==> config.mk <==
export PLATFORM = sky130hd
export DESIGN_NAME = gmii_rx
export DESIGN_NICKNAME = d
export VERILOG_FILES = /design/src/rtl/gmii_rx_pkg.sv /design/src/rtl/gmii_rx_crc32_d8.sv /design/src/rtl/gmii_rx.sv
export SDC_FILE = /design/constraint.sdc
export NUM_CORES = 1
export LEC_CHECK = 0
export ABC_AREA = 1
export CELL_PAD_IN_SITES_DETAIL_PLACEMENT = 1
export CELL_PAD_IN_SITES_GLOBAL_PLACEMENT = 1
export CORE_ASPECT_RATIO = 2
export CORE_UTILIZATION = 38
export CTS_BUF_LIST = sky130_fd_sc_hd__clkbuf_16
export DETAILED_ROUTE_END_ITERATION = 6
export HOLD_SLACK_MARGIN = 0.03
export PLACE_DENSITY = 0.83
export RECOVER_POWER = 25
export SYNTH_ARGS = -nofsm -noshare
export SYNTH_HDL_FRONTEND = slang
export SYNTH_SLANG_ARGS = --single-unit
==> constraint.sdc <==
create_clock -name i_clk_sys -period 1.98 [get_ports i_clk_sys]
set_input_delay 0.396 -clock i_clk_sys [delete_from_list [all_inputs] [get_ports i_clk_sys]]
set_output_delay 0.396 -clock i_clk_sys [all_outputs]
set_load 0.02 [all_outputs]
==> src/rtl/gmii_rx_pkg.sv <==
// gmii_rx_pkg: shared types and constants for the GMII receive framer.
package gmii_rx_pkg;

  // Receive framer states
  typedef enum logic [1:0] {
    ST_IDLE = 2'd0,
    ST_PRE  = 2'd1,
    ST_DATA = 2'd2,
    ST_DROP = 2'd3
  } state_e;

  localparam logic [7:0]  PREAMBLE    = 8'h55;
  localparam logic [7:0]  SFD         = 8'hD5;
  localparam logic [31:0] CRC_POLY    = 32'hEDB88320;
  localparam logic [31:0] CRC_INIT    = 32'hFFFFFFFF;
  // Good-frame residue, expressed in normal (MSB-first) bit order
  localparam logic [31:0] CRC_RESIDUE = 32'hC704DD7B;

  // o_status bit positions
  localparam int unsigned STAT_CRC = 0;
  localparam int unsigned STAT_RX  = 1;
  localparam int unsigned STAT_LEN = 2;

  // Bytes held back so the trailing FCS never reaches the payload output
  localparam int unsigned DLY_DEPTH = 5;

  localparam logic [10:0] LEN_SAT = 11'h7FF;

  // Reverse the bit order of a 32-bit word
  function automatic logic [31:0] bitrev32(input logic [31:0] v);
    return {<<{v}};
  endfunction

endpackage

==> src/rtl/gmii_rx_crc32_d8.sv <==
// crc32_d8: combinational byte-wise update of a reflected CRC-32 register.
module crc32_d8
  import gmii_rx_pkg::*;
(
  input  logic [31:0] crc_i,
  input  logic [7:0]  data_i,
  output logic [31:0] crc_o
);

  logic [31:0] c;

  // Shift the byte in LSB first, folding in the reflected polynomial
  always_comb begin
    c = crc_i ^ {24'h0, data_i};
    for (int unsigned i = 0; i < 8; i++) begin
      c = c[0] ? ((c >> 1) ^ CRC_POLY) : (c >> 1);
    end
    crc_o = c;
  end

endmodule

==> src/rtl/gmii_rx.sv <==
// gmii_rx: GMII receive framer. Strips preamble/SFD and the 4-byte FCS,
// emits payload with sof/eof, reports length/status and keeps frame counters.
// Optional feature macro: GMII_RX_CRC_EN (FCS check; crc_err tied 0 otherwise).
module gmii_rx
  import gmii_rx_pkg::*;
#(
  parameter int MIN_LEN = 60,
  parameter int MAX_LEN = 1514
) (
  input  logic        i_clk_sys,
  input  logic        i_rst_n,
  input  logic        i_eth_rxdv,
  input  logic        i_eth_rxer,
  input  logic [7:0]  i_eth_rxd,
  output logic [7:0]  o_data,
  output logic        o_valid,
  output logic        o_sof,
  output logic        o_eof,
  output logic [2:0]  o_status,
  output logic [10:0] o_len,
  output logic [15:0] o_frm_ok,
  output logic [15:0] o_frm_bad
);

  localparam logic [10:0] MIN_L    = 11'(MIN_LEN);
  localparam logic [10:0] MAX_L    = 11'(MAX_LEN);
  localparam logic [2:0]  CNT_FULL = 3'(DLY_DEPTH);

  state_e state_q, state_d;

  // dly_q[0] is the newest byte, dly_q[DLY_DEPTH-1] the oldest
  logic [DLY_DEPTH-1:0][7:0] dly_q, dly_d;
  logic [2:0]  cnt_q, cnt_d;
  logic [10:0] len_q, len_d;
  logic        rxerr_q, rxerr_d;

  logic [7:0]  data_q, data_d;
  logic        valid_q, valid_d;
  logic        sof_q, sof_d;
  logic        eof_q, eof_d;
  logic [2:0]  status_q, status_d;
  logic [10:0] olen_q, olen_d;
  logic [15:0] ok_q, ok_d;
  logic [15:0] bad_q, bad_d;

  logic        crc_err;
  logic [10:0] len_fin;
  logic [2:0]  stat_fin;

`ifdef GMII_RX_CRC_EN
  logic [31:0] crc_q, crc_d, crc_nx;

  crc32_d8 u_crc32 (
    .crc_i  (crc_q),
    .data_i (i_eth_rxd),
    .crc_o  (crc_nx)
  );

  // CRC restarts on SFD and absorbs every byte after it, FCS included
  always_comb begin
    crc_d = crc_q;
    if (state_q == ST_PRE && i_eth_rxdv && i_eth_rxd == SFD) begin
      crc_d = CRC_INIT;
    end else if (state_q == ST_DATA && i_eth_rxdv) begin
      crc_d = crc_nx;
    end
  end

  // CRC register
  always_ff @(posedge i_clk_sys or negedge i_rst_n) begin
    if (!i_rst_n) crc_q <= '0;
    else          crc_q <= crc_d;
  end

  // The register runs reflected, so flip it before matching the residue
  always_comb begin
    crc_err = (bitrev32(crc_q) != CRC_RESIDUE);
  end
`else
  // No FCS check in this build
  always_comb begin
    crc_err = 1'b0;
  end
`endif

  // Frame-end length and status, valid whenever a frame closes this cycle
  always_comb begin
    len_fin  = (len_q == LEN_SAT) ? len_q : len_q + 11'd1;
    stat_fin = '0;
    stat_fin[STAT_LEN] = (len_fin < MIN_L) || (len_fin > MAX_L);
    stat_fin[STAT_RX]  = rxerr_q | i_eth_rxer;
    stat_fin[STAT_CRC] = crc_err;
  end

  // Next-state, delay line, and output staging
  always_comb begin
    state_d  = state_q;
    dly_d    = dly_q;
    cnt_d    = cnt_q;
    len_d    = len_q;
    rxerr_d  = rxerr_q;
    data_d   = data_q;
    valid_d  = 1'b0;
    sof_d    = 1'b0;
    eof_d    = 1'b0;
    status_d = status_q;
    olen_d   = olen_q;
    ok_d     = ok_q;
    bad_d    = bad_q;

    case (state_q)
      ST_IDLE: begin
        if (i_eth_rxdv) begin
          state_d = (i_eth_rxd == PREAMBLE) ? ST_PRE : ST_DROP;
        end
      end

      ST_PRE: begin
        if (!i_eth_rxdv) begin
          state_d = ST_IDLE;
        end else if (i_eth_rxd == SFD) begin
          state_d = ST_DATA;
          cnt_d   = '0;
          len_d   = '0;
          rxerr_d = 1'b0;
        end else if (i_eth_rxd != PREAMBLE) begin
          state_d = ST_DROP;
        end
      end

      ST_DATA: begin
        if (i_eth_rxdv) begin
          dly_d   = {dly_q[DLY_DEPTH-2:0], i_eth_rxd};
          rxerr_d = rxerr_q | i_eth_rxer;
          if (cnt_q == CNT_FULL) begin
            data_d  = dly_q[DLY_DEPTH-1];
            valid_d = 1'b1;
            sof_d   = (len_q == '0);
            len_d   = len_fin;
          end else begin
            cnt_d = cnt_q + 3'd1;
          end
        end else begin
          state_d = ST_IDLE;
          if (cnt_q == CNT_FULL) begin
            // Oldest held byte is the last payload byte; the other four are FCS
            data_d   = dly_q[DLY_DEPTH-1];
            valid_d  = 1'b1;
            sof_d    = (len_q == '0);
            eof_d    = 1'b1;
            olen_d   = len_fin;
            status_d = stat_fin;
            if (stat_fin == '0) ok_d  = ok_q + 16'd1;
            else                bad_d = bad_q + 16'd1;
          end else begin
            bad_d = bad_q + 16'd1;
          end
        end
      end

      ST_DROP: begin
        if (!i_eth_rxdv) state_d = ST_IDLE;
      end

      default: state_d = ST_DROP;
    endcase
  end

  // State and datapath registers
  always_ff @(posedge i_clk_sys or negedge i_rst_n) begin
    if (!i_rst_n) begin
      state_q  <= ST_DROP;
      dly_q    <= '0;
      cnt_q    <= '0;
      len_q    <= '0;
      rxerr_q  <= 1'b0;
      data_q   <= '0;
      valid_q  <= 1'b0;
      sof_q    <= 1'b0;
      eof_q    <= 1'b0;
      status_q <= '0;
      olen_q   <= '0;
      ok_q     <= '0;
      bad_q    <= '0;
    end else begin
      state_q  <= state_d;
      dly_q    <= dly_d;
      cnt_q    <= cnt_d;
      len_q    <= len_d;
      rxerr_q  <= rxerr_d;
      data_q   <= data_d;
      valid_q  <= valid_d;
      sof_q    <= sof_d;
      eof_q    <= eof_d;
      status_q <= status_d;
      olen_q   <= olen_d;
      ok_q     <= ok_d;
      bad_q    <= bad_d;
    end
  end

  assign o_data    = data_q;
  assign o_valid   = valid_q;
  assign o_sof     = sof_q;
  assign o_eof     = eof_q;
  assign o_status  = status_q;
  assign o_len     = olen_q;
  assign o_frm_ok  = ok_q;
  assign o_frm_bad = bad_q;

endmodule

==> results of run 1 <==
==> registers in the layout (all words and copies together), names as in the netlist, 3 cells and up <==
signal	flops
o_len	11
dly_q	40
o_frm_bad	16
cnt_q	3
len_q	11
o_data	8
o_frm_ok	16
==> per-stage QoR <==
stage / instance area (sq um) / hold WS (ns)
3_3_place_gp: 6730 / 0.378
3_5_place_dp: 6730 / 0.381
4_1_cts: 7500 / 0.481
6_report: 7700 / 0.474
5_1_grt: 7700 / 0.498
2_1_floorplan: 5520 / 0.100
==> power breakdown <==
part           leakage, nW  switching, mW  internal, mW  total [mW]
combinational         1.90           2.21          1.61        3.82
clock                0.275           1.09          1.81        2.90
sequential            1.45          0.522          3.02        3.55
total                 3.62           3.82          6.45        10.3
==> synth_stat cells, drive strengths merged <==
cell and n:
ha 6, buf 7, o22ai 8, dfrtp 111, nand4 13, nand2 224, inv 77, a31oi 6
a21oi 2, or2 1, nand3 42, xor2 20, o21ai 56, conb 1, dfstp 2, nor3 14
nor4 3, xnor2 12, nor2 41, clkbuf 12
==> critical path, stage by stage (launching register included) <==
cell and delay, ns:
dfrtp_1 0.43, ha_4 0.19, nand2_4 0.07, nor2_8 0.15, buf_12 0.13, nand2_4 0.05, nand2_2 0.06, nand2_2 0.07
nand2_4 0.09, nand2_2 0.06, nor2_2 0.14, nand2_2 0.07, nand2_2 0.10, nand2_4 0.08, nand3_4 0.15, buf_12 0.15
nand2_8 0.08, nand2_2 0.09, nand2_1 0.07
==> routing by layer <==
metal  vias to the layer above  global-route usage (%)  part of all wire (%)  routed length (microns)
met5                         -                       0                     0                        0
met1                      2565                    24.0                    34                     6230
met4                         0                    16.9                   5.9                     1070
met2                       150                    48.8                    57                    10400
li1                       2338                       -                     -                        -
met3                        68                    3.87                   2.6                      470
==> logic make-up after synthesis <==
group	Yosys count	share of synthesized area [%]
and+or+nand+nor	338	27.6
DFF	113	51.5
buffers and inverters	96	7.20
AOI/OAI and AO/OA	72	7.01
xor gates and xnor gates	32	5.24
adders and majority gates	6	1.37
other	1	0.0683
==> worst paths after layout <==
path | endpoint | cells past startpoint | slack (ns) | from
setup / recovery | o_frm_bad[6] | 18 | -0.38 | len_q[1]
hold / removal | dly_q[0] | 2 | 0.47 | dly_q[0]
setup reg to reg | o_frm_bad[6] | 18 | -0.38 | len_q[1]
hold reg to reg | dly_q[0] | 2 | 0.47 | dly_q[0]
max in group asynchronous | dly_q[17] | 3 | 0.23 | i_rst_n
min in group asynchronous | len_q[5] | 2 | 0.63 | i_rst_n
==> repair_timing <==
item	CTS	global route
setup buffers	7	6
hold buffers	1	0
resized for setup	18	57
hold endpoints to repair	26	0
cloned	2	0
pin swaps	18	24
setup endpoints to repair	34	37
==> cell type report <==
cell class | instances | share of cell area [%]
clock buffers | 17 | 5.53
clock inverters | 15 | 1.71
inverters | 77 | 3.76
multi-input cells | 450 | 33.1
flip-flops and latches | 113 | 36.8
well taps | 189 | 3.07
repair buffers | 126 | 15.9
==> flow_summary.yaml, run 1 <==
sta:
  worst_slack_ns: -0.384
  fmax_mhz: 423
  min_period_over_period_pct: 119
  tns_ns: -9.74
  rsz0062_at_grt: "true"
  relSlewSlack_pct: 42.6
  worst_pin_slew_ns: 0.862
  hold_viol: 0
  slew_violations: 0
  fin_crit_ns: 2.36
  clock_skew_ns: 0.00957
  report.final.setup_viol: 35
detailed_routing:
  vias_per_cell: 5.19
  wl_microns: 18200
  route.detailed.drc: 0
  drt_iter0_drc: 201
  via_count: 5121
  drtAntennaViolNets: 0
  first_pass_iters: 4
  wl_per_cell_microns: 18.4
global_routing:
  grt_antenna_before_repair: 0
  grt_pass1_wl_microns: 28300
  grt-ovfl-total: 0
  grt_max_degree: 47
  first_global_vias: 5668
  grt_usage_pct: 25.4
cts:
  numCtsBuffers: 17
  tritoncts: "yes"
  clk_pin_slew_ns: 0.05
  cts.sinks: 113
  cts-root-buf: "clkbuf_16"
  cts_buffer_depth: 2
  clk_latency_ns: 0.42
  htree_levels: 4
placed_design:
  dp_hpwl_microns: 11800
  numPortBuffers: 67
  post-place-cells: 942
  post-place-ws_ns: -0.173
  place.gp.congestion: 0.870
yosys:
  synth_nets: 676
  syn_avg_cell_area_sq_um: 8.35
  yosys.area.top_type: "dfrtp_1"
  synth_area_leaders: "dfrtp_1, nand2_1, inv_1, nand3_1, o21ai_0"
  ys_seq_area_share_pct: 51.5
  yosysWarnings: 0
  ys_seq_elements: 113
  postSynthCellCount: 658
  netlist_area_sq_um: 5490
  ys_types: 35
  synth_top_area_share_pct: 50.6
power:
  p_per_area_nw_per_um2: 1330
  ir_drop_uv: 858
  power_mw: 10.3
  power.leakage_nw: 3.62
floorplanning:
  die_w_microns: 87.0
  dieArea_sq_um: 15000
  core_area_sq_um: 14000
  boundaryPins: 69
  die_y_microns: 172
  initial_core_util_pct: 39.1
  rows: 61
finish:
  fillers: 1671
  multiInputGateArea_sq_um: 2550
  final_cells: 987
  num_antenna_cells: 0
  layout_common_cells: "nand2_1, dfrtp_1, inv_1, clkdlybuf4s50_1, buf_4"
  drive_gt1_share_pct: 21.9
  layout_commonest_cell: "nand2_1"
  area_growth_pct: 40.1
  seq_area_sq_um: 2840
  post-route-util_pct: 54.8
  fin_nets: 803
setup_path:
  critPathKind: "register to register"
  path_max_fanout: 8
  cp-start-kind: "register"
  arrival_ns: 2.66
  required_ns: 2.28
  cp-end-kind: "register"
status:
  status: "complete, but fails checks"
  violations: "negative setup slack"
hold_path:
  hold_class: "register to register"
job:
  drv_cap: 0
No activity file was read; power rests on OpenSTA's default activity.
==> run 2, diff against run 1 <==
--- a/config.mk
+++ b/config.mk
@@ -13,7 +13,7 @@
 export CTS_BUF_LIST = sky130_fd_sc_hd__clkbuf_16
 export DETAILED_ROUTE_END_ITERATION = 6
 export HOLD_SLACK_MARGIN = 0.03
-export PLACE_DENSITY = 0.83
+export PLACE_DENSITY_LB_ADDON = 0.1
 export RECOVER_POWER = 25
 export SYNTH_ARGS = -nofsm -noshare
 export SYNTH_HDL_FRONTEND = slang
==> run 2 against run 1 <==
The flow still finishes with violations (negative setup slack). Total power grew 0.28%. Routed wire length shrank 13%. Global-route usage shrank 2.5 points. Fmax grew 9.7%. Critical path depth shrank 3. Via count shrank 4.4%. Sequential power shrank 2%. Clock-buffer cell count is the same. Final cell count grew 0.10%. Clock skew grew 0.0014 ns. Hold slack gained 0.0012 ns. Cell area shrank 1.1%.
==> flow_summary.yaml, run 2 (synthesis gave the netlist of run 1 again) <==
power:
  clockPowerShare_pct: 32.4
  power_switching_mw: 3.57
  sequentialPowerShare_pct: 33.9
  ir_drop_uv: 679
  cell_internal_pwr_mw: 6.73
  pwr-share-comb_pct: 33.7
  p_sw_share_pct: 34.7
  p_per_area_nw_per_um2: 1350
  power.leakage_nw: 3.58
placed_design:
  place.gp.congestion: 0.872
  numPortBuffers: 67
  dp_hpwl_microns: 11300
  post-place-cells: 945
finish:
  fin_nets: 804
  area_growth_pct: 38.6
  final_cells: 988
  fillers: 1697
  drive_gt1_share_pct: 18.9
  layout_commonest_cell: "nand2_1"
  layout_common_cells: "nand2_1, dfrtp_1, inv_1, clkdlybuf4s50_1, buf_4"
  largest_register_ffs: 40
  largest_register: "dly_q"
  num_antenna_cells: 0
floorplanning:
  rows: 61
  boundaryPins: 69
  die_y_microns: 172
  initial_core_util_pct: 39.1
  die_w_microns: 87.0
  dieArea_sq_um: 15000
  core_area_sq_um: 14000
setup_path:
  path_max_fanout: 8
  arrival_ns: 2.45
  cp-end-kind: "register"
  critPathKind: "register to register"
  cp-start-kind: "register"
  required_ns: 2.28
hold_path:
  hold_class: "register to register"
sta:
  relSlewSlack_pct: 43.5
  worst_pin_slew_ns: 0.847
  rsz0062_at_grt: "true"
  tns_ns: -3.35
  clock_skew_ns: 0.0110
  worst_slack_ns: -0.174
  fmax_mhz: 464
  report.final.setup_viol: 32
  min_period_over_period_pct: 109
  fin_crit_ns: 2.15
  hold_viol: 0
  slew_violations: 0
global_routing:
  first_global_vias: 5380
  grt.met3_usage_pct: 4.06
  grt_usage_pct: 22.9
  grt_pass1_wl_microns: 26000
  grt_most_used_layer: "met2"
  grt-ovfl-total: 0
  grt_antenna_before_repair: 0
  grt_use_met1_pct: 22.7
  met2_usage_pct: 44.0
  grt_max_degree: 38
detailed_routing:
  drtAntennaViolNets: 0
  drt_iter0_drc: 135
  first_pass_iters: 4
  route.detailed.drc: 0
  via_count: 4894
  wl_per_cell_microns: 16.1
  vias_per_cell: 4.95
  wl_microns: 15900
cts:
  cts_buffer_depth: 2
  clk_latency_ns: 0.41
  clk_pin_slew_ns: 0.06
  tritoncts: "yes"
  cts-root-buf: "clkbuf_16"
  htree_levels: 4
  numCtsBuffers: 17
  cts.sinks: 113
status:
  status: "complete, but fails checks"
  violations: "negative setup slack"
job:
  drv_cap: 0
[run 2: changes by cell type in the layout (fill, tap and decap cells not counted), sizes merged]
cell,change
buf,-1
clkinv,+2
clkinvlp,-3
clkbuf,+1
bufbuf,+1
inv,-2
dlygate4sd2,-1
dlymetal6s2s,-3
clkdlybuf4s50,+4
bufinv,+3
[run 2: stage by stage]
stage	total power, mW	hold WS, ns	worst slack, ns	cell area, sq um	utilization [%]
4_1_cts	10.3	0.479	-0.150	7610	54.2
6_report	10.3	0.475	-0.174	7610	54.2
5_1_grt	10.9	0.492	-0.322	7610	54.2
3_3_place_gp	6.59	0.384	-0.110	6770	48.2
3_5_place_dp	6.76	0.381	-0.198	6770	48.2
2_1_floorplan	5.16	0.100	-0.0102	5520	-
[run 2: final cells by class]
| cell class | count | area, sq um | share of cell area [%] |
|---|---|---|---|
| repair buffers | 127 | 1220 | 16.1 |
| multi-input cells | 450 | 2390 | 31.4 |
| inverters | 77 | 289 | 3.80 |
| clock buffers | 17 | 425 | 5.59 |
| flip-flops and latches | 113 | 2830 | 37.2 |
| well taps | 189 | 236 | 3.11 |
| clock inverters | 15 | 215 | 2.83 |
[run 2: critical path: stages, from the launching register on]
cell and delay [ns]:
dfrtp_2 0.39, ha_4 0.15, nand2_4 0.06, nor2_8 0.15, xor2_2 0.23, nand2_2 0.11
nor2_2 0.13, nand2_2 0.05, nand2_1 0.07, nand2_2 0.06, nand2_4 0.10, nand3_4 0.11
buf_6 0.14, buf_12 0.13, nand3_1 0.08, nand2_1 0.06
[run 2: per-layer routing]
| metal | wire, microns | vias up |
|---|---|---|
| met5 | 0 | - |
| met4 | 578 | 0 |
| met3 | 383 | 39 |
| met2 | 9120 | 96 |
| met1 | 5810 | 2420 |
| li1 | - | 2339 |
[run 2: final timing paths]
path	slack, ns	cells past startpoint	endpoint	start
min reg2reg	0.47	2	dly_q[0]	dly_q[0]
max in group asynchronous	0.24	3	dly_q[17]	i_rst_n
max	-0.17	15	o_frm_bad[3]	len_q[0]
min	0.47	2	dly_q[0]	dly_q[0]
max reg2reg	-0.17	15	o_frm_bad[3]	len_q[0]
min in group asynchronous	0.64	2	o_frm_ok[7]	i_rst_n
[run 2: timing repair]
| action | CTS | global route |
|---|---|---|
| hold buffers | 1 | 0 |
| hold endpoints to repair | 27 | 0 |
| pin swaps | 12 | 2 |
| resized for setup | 25 | 7 |
| cloned | 2 | 0 |
| setup endpoints to repair | 32 | 33 |
| setup buffers | 7 | 1 |
[run 2: power by group through the flow]
stage          clock [mW]  combinational (mW)  sequential, mW
2_1_floorplan           0                1.45            3.71
3_3_place_gp            0                3.10            3.49
3_5_place_dp            0                3.24            3.52
4_1_cts              3.40                3.45            3.51
5_1_grt              3.49                3.79            3.58
6_report             3.33                3.48            3.49
